===== src/rtl/mc_control_fsm.sv =====
// ============================================================================
// Module      : mc_control_fsm
// Description : Multi-cycle MIPS main control sequencer with memory-ready
//               stalls, illegal-opcode pulse and retired-instruction counter.
// Revision    : 1.0 - initial release
// ============================================================================
`default_nettype none

module mc_control_fsm #(
    parameter int CNT_W = 32
) (
    input  logic             clk,
    input  logic             rst_n,
    input  logic [5:0]       opcode,
    input  logic             mem_ready,
    output logic             pc_write,
    output logic             pc_write_cond,
    output logic             i_or_d,
    output logic             mem_read,
    output logic             mem_write,
    output logic             ir_write,
    output logic             mem_to_reg,
    output logic             reg_write,
    output logic             reg_dst,
    output logic             alu_src_a,
    output logic [1:0]       alu_src_b,
    output logic [1:0]       alu_op,
    output logic [1:0]       pc_source,
    output logic [3:0]       state,
    output logic             illegal_op,
    output logic [CNT_W-1:0] retired
);

    typedef enum logic [3:0] {
        FETCH    = 4'd0,
        DECODE   = 4'd1,
        MEM_ADDR = 4'd2,
        MEM_RD   = 4'd3,
        MEM_WB   = 4'd4,
        MEM_WR   = 4'd5,
        EXEC     = 4'd6,
        ALU_WB   = 4'd7,
        BRANCH   = 4'd8,
        JUMP     = 4'd9
    } state_t;

    localparam logic [5:0] OP_RTYPE = 6'b000000;
    localparam logic [5:0] OP_LW    = 6'b100011;
    localparam logic [5:0] OP_SW    = 6'b101011;
    localparam logic [5:0] OP_BEQ   = 6'b000100;
    localparam logic [5:0] OP_J     = 6'b000010;

    state_t           state_q, state_d;
    logic [CNT_W-1:0] retired_q, retired_d;
    logic             retire;

    always_ff @(posedge clk or negedge rst_n) begin
        if (!rst_n) begin
            state_q   <= FETCH;
            retired_q <= '0;
        end else begin
            state_q   <= state_d;
            retired_q <= retired_d;
        end
    end

    always_comb begin
        state_d       = state_q;
        retire        = 1'b0;
        pc_write      = 1'b0;
        pc_write_cond = 1'b0;
        i_or_d        = 1'b0;
        mem_read      = 1'b0;
        mem_write     = 1'b0;
        ir_write      = 1'b0;
        mem_to_reg    = 1'b0;
        reg_write     = 1'b0;
        reg_dst       = 1'b0;
        alu_src_a     = 1'b0;
        alu_src_b     = 2'b00;
        alu_op        = 2'b00;
        pc_source     = 2'b00;
        illegal_op    = 1'b0;

        case (state_q)
            FETCH: begin
                mem_read  = 1'b1;
                alu_src_b = 2'b01;
                // IR and PC load only on the cycle the fetch actually completes
                ir_write  = mem_ready;
                pc_write  = mem_ready;
                if (mem_ready) state_d = DECODE;
            end
            DECODE: begin
                alu_src_b = 2'b11;
                case (opcode)
                    OP_LW, OP_SW: state_d = MEM_ADDR;
                    OP_RTYPE:     state_d = EXEC;
                    OP_BEQ:       state_d = BRANCH;
                    OP_J:         state_d = JUMP;
                    default: begin
                        state_d    = FETCH;
                        illegal_op = 1'b1;
                    end
                endcase
            end
            MEM_ADDR: begin
                alu_src_a = 1'b1;
                alu_src_b = 2'b10;
                state_d   = (opcode == OP_SW) ? MEM_WR : MEM_RD;
            end
            MEM_RD: begin
                mem_read = 1'b1;
                i_or_d   = 1'b1;
                if (mem_ready) state_d = MEM_WB;
            end
            MEM_WB: begin
                reg_write  = 1'b1;
                mem_to_reg = 1'b1;
                state_d    = FETCH;
                retire     = 1'b1;
            end
            MEM_WR: begin
                mem_write = 1'b1;
                i_or_d    = 1'b1;
                if (mem_ready) begin
                    state_d = FETCH;
                    retire  = 1'b1;
                end
            end
            EXEC: begin
                alu_src_a = 1'b1;
                alu_op    = 2'b10;
                state_d   = ALU_WB;
            end
            ALU_WB: begin
                reg_write = 1'b1;
                reg_dst   = 1'b1;
                state_d   = FETCH;
                retire    = 1'b1;
            end
            BRANCH: begin
                alu_src_a     = 1'b1;
                alu_op        = 2'b01;
                pc_write_cond = 1'b1;
                pc_source     = 2'b01;
                state_d       = FETCH;
                retire        = 1'b1;
            end
            JUMP: begin
                pc_write  = 1'b1;
                pc_source = 2'b10;
                state_d   = FETCH;
                retire    = 1'b1;
            end
            default: state_d = FETCH;
        endcase
    end

    assign retired_d = retire ? retired_q + CNT_W'(1) : retired_q;
    assign retired   = retired_q;
    assign state     = state_q;

endmodule

`default_nettype wire


===== config.mk =====
export PLATFORM = sky130hd
export DESIGN_NAME = mc_control_fsm
export DESIGN_NICKNAME = d
export VERILOG_FILES = /design/src/rtl/mc_control_fsm.sv
export SDC_FILE = /design/constraint.sdc
export NUM_CORES = 1
export LEC_CHECK = 0
export CAP_MARGIN = 20
export CORE_AREA = 3 3 96 98
export CTS_BUF_LIST = sky130_fd_sc_hd__clkbuf_16
export CTS_CLUSTER_DIAMETER = 100
export DETAILED_ROUTE_END_ITERATION = 12
export DIE_AREA = 0 0 99 101
export PLACE_DENSITY = 0.48
export SYNTH_ARGS = -nofsm -noshare
export SYNTH_HDL_FRONTEND = slang
export SYNTH_SLANG_ARGS = --single-unit

===== constraint.sdc =====
create_clock -name clk -period 4.45 [get_ports clk]
set_input_delay 0.89 -clock clk [delete_from_list [all_inputs] [get_ports clk]]
set_output_delay 0.89 -clock clk [all_outputs]
set_load 0.05 [all_outputs]

==> reports/metrics.csv, run 1 <==
stage,metric,value,unit
timing,fin crit share,0.823,
hold_path,Hold Path Stages,1,
timing,Post-Route Setup TNS,0,ns
synthesis,post-synthesis sequential area ratio,0.430,
timing,worst slew pin tran,0.832,ns
hold_path,Worst Hold End,retired[31]$_DFFE_PN0P_,
drt,DR DRC count,0,
cts,root buffer cell,clkbuf_16,
global_routing,total congestion overflow,0,
layout,Area Growth Syn to Fin,37.2,%
worst_setup_path,Worst Setup End Kind,output port,
worst_setup_path,r2r endpoint,retired[31]$_DFFE_PN0P_,
synthesis,Synth Flop Type,dfrtp_1,
global_routing,number of global-route vias before repair,1729,
placed_design,Port Buffer Count,61,
global_routing,grt met1 use,0.149,
drt,"wirelength, routed",5240,um
worst_setup_path,Worst R2R Start,state[1]$_DFFE_PN0P_,
timing,Final Setup Violations,0,
synthesis,synth top area cells,"dfrtp_1, xnor2_1, xor2_1",
worst_setup_path,Critical Path Max Stage Delay,0.70,ns
global_routing,met3 Use GR,0.0270,
synthesis,post-synth top area share,0.430,
cts,CTS Buf Count,5,
drt,remaining antenna violation count,0,
synthesis,Post-synth EDFFs,0,
timing,Rel. slew slack,0.445,
worst_setup_path,critical path peak fanout,5,
synthesis,Synth Instances,201,
worst_setup_path,kind of critical path,in2out,
drt,drt pass-1 iters,4,
layout,fraction of layout cells with a size suffix above 1,0.0938,
cts,Sink Count,36,
cts,CTS tree,done,
floorplanning,Core Area,0.00855,mm^2
global_routing,largest net degree at the start of global routing,37,
global_routing,GRT Total Usage,0.108,
synthesis,Syn Nets,211,
worst_setup_path,r2r setup slk,2.08,ns
floorplanning,full die area,0.0100,mm^2
cts,CTS clock-pin slew for the worst setup and hold paths,0.05,ns
synthesis,Synthesis Warnings,0,
drt,initial drt markers,53,
timing,RSZ-0062 raised after global routing,no,
synthesis,Post-synth ARST share,1.00,
drt,total number of vias,1688,
layout,n_diodes,0,
drt,via/cell ratio,4.64,
worst_setup_path,worst endpoint required time,3.56,ns
worst_setup_path,"CP delay by family, top",buffers and inverters,
global_routing,global-route wire length before repair,8730,um
timing,hold slack,0.483,ns
global_routing,Top Usage Layer GRT,met2,
synthesis,syn avg cell area,10.4,um^2
floorplanning,Starting Density,0.245,
run,max cap viols,0,
floorplanning,DIE HEIGHT,101,um
hold_path,Hold WC Path Type,reg2reg,
drt,DR WL/cell,14.4,um
synthesis,register bit total from synthesis,36,
worst_setup_path,arrival time at the worst endpoint,2.77,ns
timing,fin. max-slew vios,0,
cts,post_cts resized,0,
cts,"Setup Fix Bufs, Post-CTS",0,
hold_path,hold path startpoint,retired[31]$_DFFE_PN0P_,
cts,CTS Hold Bufs,0,
placed_design,final estimated routing congestion in global placement,0.752,
floorplanning,# IOs,62,
synthesis,Synth area leader,dfrtp_1,
global_routing,initial antenna violation count,0,
synthesis,Commonest cells post-synth,"dfrtp_1, xnor2_1, nand2_1, nor2_1, xor2_1",
pwr,worst vdd ir,163,uV
worst_setup_path,Worst path most repeated cell,clkdlybuf4s50_1,
cts,Clock Tree Buf Depth,2,
pwr,Pwr Density,404,mW/mm^2
floorplanning,Rows,34,
layout,Final Instance Count excl. Fillers,364,
placed_design,DP HPWL,3810,um
cts,H-tree depth,2,
worst_setup_path,CP Cell Sequence,"clkdlybuf4s50_1, nor3_1, a21oi_1, o211a_1, clkdlybuf4s50_1",
synthesis,Yosys cell types,45,
worst_setup_path,Reg2Reg Depth,5,
synthesis,Mapped Area,0.00209,mm^2
synthesis,"count leader, synth",dfrtp_1,
timing,Final min period,3.66,ns
placed_design,dpl cells,359,
timing,Hold Fails Final Rpt,0,
timing,skew final,0.00560,ns
timing,Fmax,273,MHz
status,run status,"finished, final reports clean",
floorplanning,width of the die,99,um
worst_setup_path,slowest CP cell,clkdlybuf4s50_1,
pwr,leakage power,1.16,nW
cts,clock latency on the worst-skew pair,0.27,ns
worst_setup_path,crit path launch type,primary input,
global_routing,M2 GR Usage,0.167,
worst_setup_path,"Buf+Inv Stages, Crit Path",2,
layout,# nets final,268,
cell usage in the layout, fill, tap and decap left out, types with 2 or more instances in the layout:
master / n
o2111ai_4: 2
a21oi_1: 5
nor3_2: 4
nand4b_1: 2
clkbuf_16: 5
xnor2_1: 21
or3_1: 3
mux2_2: 2
nor3_1: 9
nand2b_1: 6
and4_1: 4
o211a_1: 2
inv_1: 4
nor2b_1: 2
dfrtp_1: 36
nand2_1: 14
clkdlybuf4s50_1: 60
nand3_2: 2
xor2_1: 12
nor2_1: 14
nand4_1: 9
and3_1: 6
nand3_1: 11
state kept, by name (all words and copies together), names as in the netlist:
register and count:
state 4, retired 32
logic make-up after synthesis:
family / after synthesis / share of synthesized area
compound gates: 16 / 0.0705
fa+ha+maj: 1 / 0.00598
mux: 2 / 0.0108
simple gates: 98 / 0.296
buf+inv: 15 / 0.0484
flops: 36 / 0.430
xor+xnor: 33 / 0.138
worst reg2reg max path, stage by stage, from the launching register on:
cell and delay [ns]:
dfrtp_1 0.72, nand4b_1 0.26, o21ai_2 0.21, or2_1 0.57
nor4b_4 0.36, xor2_1 0.19
how the worst max path moves through the flow:
stage                         start          to  slack [ns]  depth (start not counted)
3_3_place_gp              opcode[0]  illegal_op        0.86                          5
5_1_grt                   opcode[0]  illegal_op        0.69                          5
6_report                  opcode[0]  illegal_op        0.79                          5
2_1_floorplan  state[1]$_DFFE_PN0P_   reg_write        1.00                          3
3_5_place_dp              opcode[0]  illegal_op        0.79                          5
4_1_cts                   opcode[0]  illegal_op        0.78                          5
where the power goes:
part	switching [mW]	internal (mW)	leakage, nW	total (mW)
registers	0.0541	0.353	0.480	0.407
logic	0.288	0.150	0.623	0.438
clock network	0.117	0.197	0.0616	0.315
layer usage:
metal / vias up / wire length (um)
met5: - / 0
met1: 825 / 2580
met4: 0 / 61
met3: 6 / 260
li1: 815 / -
met2: 42 / 2340
cell type report:
cell class                      count  area, um^2
Fill cell                         888        5680
Multi-Input combinational cell    150        1090
Sequential cell                    36         901
Timing Repair Buffer               61         606
Tap cell                          108         135
Clock buffer                        5         125
Inverter                            4        15.0
per-stage QoR:
| step | power (mW) | instance area [um^2] | worst slack [ns] | utilization |
|---|---|---|---|---|
| 6_report | 1.16 | 2870 | 0.786 | 0.336 |
| 5_1_grt | 1.22 | 2870 | 0.691 | 0.336 |
| 4_1_cts | 1.18 | 2870 | 0.784 | 0.336 |
| 3_5_place_dp | 0.855 | 2750 | 0.787 | 0.321 |
| 3_3_place_gp | 0.856 | 2750 | 0.865 | 0.321 |
| 2_1_floorplan | 0.711 | 2090 | 1.00 | - |
Power figures use the tool's default switching activity.
==> run 2: changes to the inputs <==
==> constraint.sdc (replaced) <==
create_clock -name clk -period 3.5 [get_ports clk]
set_input_delay 0.7 -clock clk [delete_from_list [all_inputs] [get_ports clk]]
set_output_delay 0.7 -clock clk [all_outputs]
set_load 0.05 [all_outputs]
==> run 2 against run 1 <==
Via count increased by 2.4%; non-clock buffer count rose by 1; combinational power up 27%; die area did not move; worst setup slack lost 0.53 ns; flip-flop and latch count unchanged; sequential share of layout area shrank 0.18 points; first-iteration DRC count rose by 5.7%; design area rose by 0.57%; critical path type unchanged.
==> reports/metrics.csv, run 2 (same netlist as run 1, synthesis figures left out) <==
stage,metric,value,unit,change
status,run status,"finished, final reports clean",,unchanged
placed_design,dpl cells,360,,was 359
pwr,Pint,0.895,mW,was 0.701 mW
floorplanning,Rows,34,,unchanged
layout,Final Instance Count excl. Fillers,367,,was 364
layout,"commonest cells after routing, fill and taps aside","clkdlybuf4s50_1, dfrtp_1, xnor2_1, nor2_1, nand2_1",,unchanged
run,max cap viols,0,,unchanged
placed_design,DP HPWL,3830,um,was 3810 um
global_routing,largest net degree at the start of global routing,37,,unchanged
worst_setup_path,Reg2Reg Depth,5,,unchanged
worst_setup_path,slowest CP cell,clkdlybuf4s50_1,,unchanged
worst_setup_path,kind of critical path,in2out,,unchanged
floorplanning,full die area,0.0100,mm^2,unchanged
layout,layout filler cell count,870,,was 888
cts,root buffer cell,clkbuf_16,,unchanged
cts,Sink Count,36,,unchanged
worst_setup_path,CP Cell Sequence,"clkdlybuf4s50_1, nor3_1, a21oi_1, o211a_1, clkdlybuf4s50_1",,unchanged
worst_setup_path,Stages on worst setup path,5,,unchanged
pwr,Pwr Density,515,mW/mm^2,was 404 mW/mm^2
timing,hold slack,0.482,ns,was 0.483 ns
drt,DR DRC count,0,,unchanged
worst_setup_path,critical path peak fanout,5,,unchanged
pwr,combinational power share,0.374,,was 0.377
floorplanning,Starting Density,0.245,,unchanged
hold_path,Hold WC Path Type,reg2reg,,unchanged
layout,Area Growth Syn to Fin,38.0,%,was 37.2%
layout,"commonest non-fill, non-tap cell in the layout",clkdlybuf4s50_1,,unchanged
placed_design,pre-CTS WS,0.252,ns,was 0.787 ns
timing,fin crit share,0.928,,
global_routing,GRT Total Usage,0.107,,was 0.108
cts,post_cts resized,0,,unchanged
layout,n_diodes,0,,unchanged
worst_setup_path,Worst path most repeated cell,clkdlybuf4s50_1,,unchanged
drt,total number of vias,1728,,was 1688
floorplanning,# IOs,62,,unchanged
cts,CTS Hold Bufs,0,,unchanged
worst_setup_path,"Buf+Inv Stages, Crit Path",2,,unchanged
worst_setup_path,crit path launch type,primary input,,unchanged
global_routing,initial antenna violation count,0,,unchanged
drt,DR WL/cell,14.1,um,was 14.4 um
timing,Post-Route Setup TNS,0,ns,unchanged
pwr,worst vdd ir,171,uV,was 163 uV
cts,CTS tree,done,,unchanged
drt,initial drt markers,56,,was 53
drt,via/cell ratio,4.71,,was 4.64
worst_setup_path,"CP delay by family, top",buffers and inverters,,unchanged
pwr,Sw Ratio,0.399,,was 0.396
cts,CTS Buf Count,5,,unchanged
worst_setup_path,worst endpoint required time,2.80,ns,was 3.56 ns
timing,fin. max-slew vios,0,,unchanged
timing,worst slew pin tran,0.810,ns,was 0.832 ns
cts,Clock Tree Buf Depth,2,,unchanged
placed_design,Area after DPL,0.00276,mm^2,was 0.00275 mm^2
global_routing,global-route wire length before repair,8600,um,was 8730 um
pwr,P_sw,0.594,mW,was 0.459 mW
worst_setup_path,Worst Setup End Kind,output port,,unchanged
timing,Final Worst Setup Slack,0.252,ns,was 0.786 ns
layout,Register Area,901,um^2,unchanged
cts,H-tree depth,2,,unchanged
timing,Final Setup Violations,0,,unchanged
floorplanning,DIE HEIGHT,101,um,unchanged
layout,Multi-input gate area,0.00109,mm^2,unchanged
cts,clock latency on the worst-skew pair,0.28,ns,was 0.27 ns
timing,Final min period,3.25,ns,
layout,max FFs per register,32,,unchanged
drt,remaining antenna violation count,0,,unchanged
worst_setup_path,Critical Path Max Stage Delay,0.70,ns,about the same
pwr,Seq pwr share,0.347,,was 0.351
global_routing,total congestion overflow,0,,unchanged
floorplanning,width of the die,99,um,unchanged
timing,RSZ-0062 raised after global routing,no,,unchanged
drt,"wirelength, routed",5180,um,was 5240 um
timing,Fmax,308,MHz,
placed_design,final estimated routing congestion in global placement,0.775,,was 0.752
pwr,leakage power,1.18,nW,was 1.16 nW
worst_setup_path,arrival time at the worst endpoint,2.55,ns,was 2.77 ns
drt,drt pass-1 iters,4,,unchanged
layout,# nets final,269,,was 268
global_routing,number of global-route vias before repair,1657,,was 1729
floorplanning,Core Area,0.00855,mm^2,unchanged
cts,"Setup Fix Bufs, Post-CTS",0,,unchanged
timing,skew final,0.00441,ns,was 0.00560 ns
layout,fraction of layout cells with a size suffix above 1,0.100,,was 0.0938
pwr,Clock Power Share,0.278,,was 0.271
timing,Hold Fails Final Rpt,0,,unchanged
cts,CTS clock-pin slew for the worst setup and hold paths,0.06,ns,was 0.05 ns
hold_path,Hold Path Stages,1,,unchanged
layout,post-route design area,0.00289,mm^2,was 0.00287 mm^2
timing,Rel. slew slack,0.460,,was 0.445
placed_design,Port Buffer Count,61,,unchanged
run 2: cell count changes in the layout (fill, tap and decap cells not counted), sizes merged:
| cell | delta |
|---|---|
| buf | +1 |
| inv | +1 |
| clkinv | +1 |
run 2: per-layer routing:
layer / share of wire / up-vias / wire length (um) / GRT usage
met2: 0.45 / 56 / 2310 / 0.163
met1: 0.48 / 841 / 2500 / 0.149
met4: 0.013 / 0 / 65 / 0.0336
met5: 0 / - / 0 / 0
met3: 0.059 / 6 / 304 / 0.0263
li1: - / 825 / - / -
run 2: path summary, 6_finish.rpt:
path / startpoint / to / slack, ns
worst max-delay path: opcode[0] / illegal_op / 0.25
worst min-delay path: retired[31]$_DFFE_PN0P_ / retired[31]$_DFFE_PN0P_ / 0.48
worst max register to register: state[1]$_DFFE_PN0P_ / retired[31]$_DFFE_PN0P_ / 1.19
worst min register to register: retired[31]$_DFFE_PN0P_ / retired[31]$_DFFE_PN0P_ / 0.48
max in group asynchronous: rst_n / retired[4]$_DFFE_PN0P_ / 2.47
min in group asynchronous: rst_n / retired[21]$_DFFE_PN0P_ / 0.51
run 2: metrics by stage:
stage / power, mW / utilization
final: 1.49 / 0.338
after detailed placement: 1.09 / 0.322
after global routing: 1.56 / 0.338
after floorplan: 0.904 / -
after CTS: 1.51 / 0.338
after global placement: 1.09 / 0.322
run 2: worst reg2reg max path, delay by kind of cell, from the launching register on:
kind | cells | cell delay (ns)
AO/OA/AOI/OAI | 1 | 0.20
XOR/XNOR | 1 | 0.18
flip-flops | 1 | 0.71
AND/OR/NAND/NOR | 3 | 1.16
run 2: power by group through the flow:
stage / combinational (mW) / sequential, mW / clock (mW)
global route: 0.589 / 0.527 / 0.442
CTS: 0.563 / 0.519 / 0.432
detailed placement: 0.562 / 0.526 / 0
finish: 0.557 / 0.517 / 0.415
global placement: 0.562 / 0.526 / 0
floorplan: 0.292 / 0.611 / 0
run 2: final cells by class:
cell class | instances | area share
multi-input combinational | 150 | 0.378
inverter | 4 | 0.00520
sequential | 36 | 0.312
clock buffer | 5 | 0.0433
tap | 108 | 0.0468
timing repair buffer | 62 | 0.212
clock inverter | 2 | 0.00303
==> run 3: changes to the inputs <==
--- a/config.mk
+++ b/config.mk
@@ -5,12 +5,12 @@
 export SDC_FILE = /design/constraint.sdc
 export NUM_CORES = 1
 export LEC_CHECK = 0
-export CAP_MARGIN = 20
-export CORE_AREA = 3 3 96 98
+export CORE_AREA = 4 4 97 99
 export CTS_BUF_LIST = sky130_fd_sc_hd__clkbuf_16
 export CTS_CLUSTER_DIAMETER = 100
 export DETAILED_ROUTE_END_ITERATION = 12
-export DIE_AREA = 0 0 99 101
+export DIE_AREA = 0 0 101 103
+export GPL_TIMING_DRIVEN = 0
 export PLACE_DENSITY = 0.48
 export SYNTH_ARGS = -nofsm -noshare
 export SYNTH_HDL_FRONTEND = slang
==> run 3 against run 2 <==
Critical path depth did not move; first-iteration DRC count rose by 1.8%; clock power barely moved; flip-flop and latch count did not move; design area rose by 2.5%; critical endpoint unchanged; combinational power rose by 6.3%; maximum frequency rose by 0.12%.
==> reports/metrics.csv, run 3 (same netlist as run 1, synthesis figures left out) <==
stage,metric,value,unit,change
cts,post_cts resized,0,,unchanged
global_routing,GRT Total Usage,0.104,,was 0.107
drt,remaining antenna violation count,0,,unchanged
worst_setup_path,Critical Path Max Stage Delay,0.69,ns,was 0.70 ns
worst_setup_path,r2r endpoint,retired[30]$_DFFE_PN0P_,,was retired[31]$_DFFE_PN0P_
worst_setup_path,"CP delay by family, top",buffers and inverters,,unchanged
floorplanning,# IOs,62,,unchanged
timing,Fmax,308,MHz,about the same
global_routing,number of global-route vias before repair,1720,,was 1657
drt,total number of vias,1708,,was 1728
floorplanning,Rows,34,,unchanged
timing,Hold Fails Final Rpt,0,,unchanged
cts,CTS clock-pin slew for the worst setup and hold paths,0.05,ns,was 0.06 ns
placed_design,Area after DPL,0.00282,mm^2,was 0.00276 mm^2
floorplanning,DIE HEIGHT,103,um,was 101 um
timing,Final min period,3.24,ns,was 3.25 ns
hold_path,Hold Path Stages,1,,unchanged
cts,CTS tree,done,,unchanged
worst_setup_path,Worst R2R Start,retired[0]$_DFFE_PN0P_,,was state[1]$_DFFE_PN0P_
timing,Final Worst Setup Slack,0.256,ns,was 0.252 ns
layout,"commonest non-fill, non-tap cell in the layout",clkdlybuf4s50_1,,unchanged
drt,initial drt markers,57,,was 56
layout,n_diodes,0,,unchanged
timing,hold slack,0.481,ns,was 0.482 ns
worst_setup_path,slowest CP cell,clkdlybuf4s50_1,,unchanged
global_routing,global-route wire length before repair,8710,um,was 8600 um
cts,CTS Buf Count,5,,unchanged
floorplanning,width of the die,101,um,was 99 um
layout,Area Growth Syn to Fin,41.4,%,was 38.0%
drt,drt pass-1 iters,4,,unchanged
worst_setup_path,CP Cell Sequence,"clkdlybuf4s50_1, nor3_1, a21oi_1, o211a_1, clkdlybuf4s50_1",,unchanged
pwr,leakage power,1.22,nW,was 1.18 nW
timing,RSZ-0062 raised after global routing,no,,unchanged
floorplanning,Core Area,0.00855,mm^2,unchanged
placed_design,dpl cells,369,,was 360
cts,clock latency on the worst-skew pair,0.27,ns,was 0.28 ns
layout,fin util,0.346,,was 0.338
layout,Final Instance Count excl. Fillers,377,,was 367
worst_setup_path,"Buf+Inv Stages, Crit Path",2,,unchanged
pwr,worst vdd ir,191,uV,was 171 uV
worst_setup_path,kind of critical path,in2out,,unchanged
timing,Final Setup Violations,0,,unchanged
worst_setup_path,worst endpoint required time,2.80,ns,about the same
timing,Post-Route Setup TNS,0,ns,unchanged
placed_design,pre-CTS WS,0.249,ns,was 0.252 ns
cts,CTS Hold Bufs,0,,unchanged
layout,post-route design area,0.00296,mm^2,was 0.00289 mm^2
floorplanning,full die area,0.0104,mm^2,was 0.0100 mm^2
placed_design,DP HPWL,3920,um,was 3830 um
worst_setup_path,Worst Setup End Kind,output port,,unchanged
floorplanning,Starting Density,0.245,,unchanged
drt,DR WL/cell,13.9,um,was 14.1 um
timing,skew final,0.00465,ns,was 0.00441 ns
cts,"Setup Fix Bufs, Post-CTS",0,,unchanged
cts,root buffer cell,clkbuf_16,,unchanged
status,run status,"finished, final reports clean",,unchanged
pwr,Pwr Density,508,mW/mm^2,was 515 mW/mm^2
pwr,total power,1.50,mW,was 1.49 mW
global_routing,initial antenna violation count,0,,unchanged
timing,fin. max-slew vios,0,,unchanged
global_routing,largest net degree at the start of global routing,37,,unchanged
drt,via/cell ratio,4.53,,was 4.71
worst_setup_path,Worst path most repeated cell,clkdlybuf4s50_1,,unchanged
global_routing,total congestion overflow,0,,unchanged
cts,Clock Tree Buf Depth,2,,unchanged
layout,fraction of layout cells with a size suffix above 1,0.115,,was 0.100
drt,"wirelength, routed",5250,um,was 5180 um
placed_design,Port Buffer Count,60,,was 61
layout,max FFs per register,32,,unchanged
placed_design,final estimated routing congestion in global placement,0.849,,was 0.775
drt,DR DRC count,0,,unchanged
hold_path,hold path startpoint,retired[31]$_DFFE_PN0P_,,unchanged
timing,worst slew pin tran,0.825,ns,was 0.810 ns
layout,"commonest cells after routing, fill and taps aside","clkdlybuf4s50_1, dfrtp_1, xnor2_1, nor2_1, nand2_1",,unchanged
timing,Rel. slew slack,0.450,,was 0.460
timing,fin crit share,0.927,,was 0.928
cts,Sink Count,36,,unchanged
hold_path,Hold WC Path Type,reg2reg,,unchanged
worst_setup_path,critical path peak fanout,5,,unchanged
layout,# nets final,278,,was 269
worst_setup_path,Reg2Reg Depth,6,,was 5
worst_setup_path,crit path launch type,primary input,,unchanged
run,max cap viols,0,,unchanged
cts,H-tree depth,2,,unchanged
worst_setup_path,r2r setup slk,1.39,ns,was 1.19 ns
hold_path,Worst Hold End,retired[31]$_DFFE_PN0P_,,unchanged
worst_setup_path,arrival time at the worst endpoint,2.54,ns,was 2.55 ns
-- run 3: area by class of cell --
type	count	area, um^2
Buffer	11	86.3
Clock buffer	5	125
Clock inverter	3	11.3
Fill cell	864	5590
Inverter	4	15.0
Multi-Input combinational cell	150	1090
Sequential cell	36	901
Tap cell	108	135
Timing Repair Buffer	60	596
-- run 3: how the worst max path moves through the flow --
| stage | start | to | slack, ns | cells past startpoint |
|---|---|---|---|---|
| after floorplan | state[1]$_DFFE_PN0P_ | reg_write | 0.24 | 3 |
| after global placement | opcode[0] | illegal_op | 0.25 | 5 |
| after detailed placement | opcode[0] | illegal_op | 0.25 | 5 |
| after CTS | opcode[0] | illegal_op | 0.25 | 5 |
| after global routing | opcode[0] | illegal_op | 0.08 | 5 |
| final | opcode[0] | illegal_op | 0.26 | 5 |
-- run 3: worst register-to-register path: cells and delay by family (launching register included) --
family	cells	cell delay (ns)
fa+ha+maj	1	0.22
flops	1	0.42
simple gates	3	0.87
compound gates	1	0.35
xor+xnor	1	0.16
-- run 3: power by group --
group	switching [mW]	leakage, nW	internal (mW)
Clock	0.156	0.0738	0.256
Combinational	0.391	0.666	0.202
Sequential	0.0494	0.480	0.449
-- run 3: layer usage --
metal	vias up	wire, um	track usage	part of all wire
met1	812	2520	0.147	0.48
met3	5	362	0.0311	0.069
li1	842	-	-	-
met5	-	0	0	0
met4	0	48	0.0215	0.0091
met2	49	2320	0.158	0.44
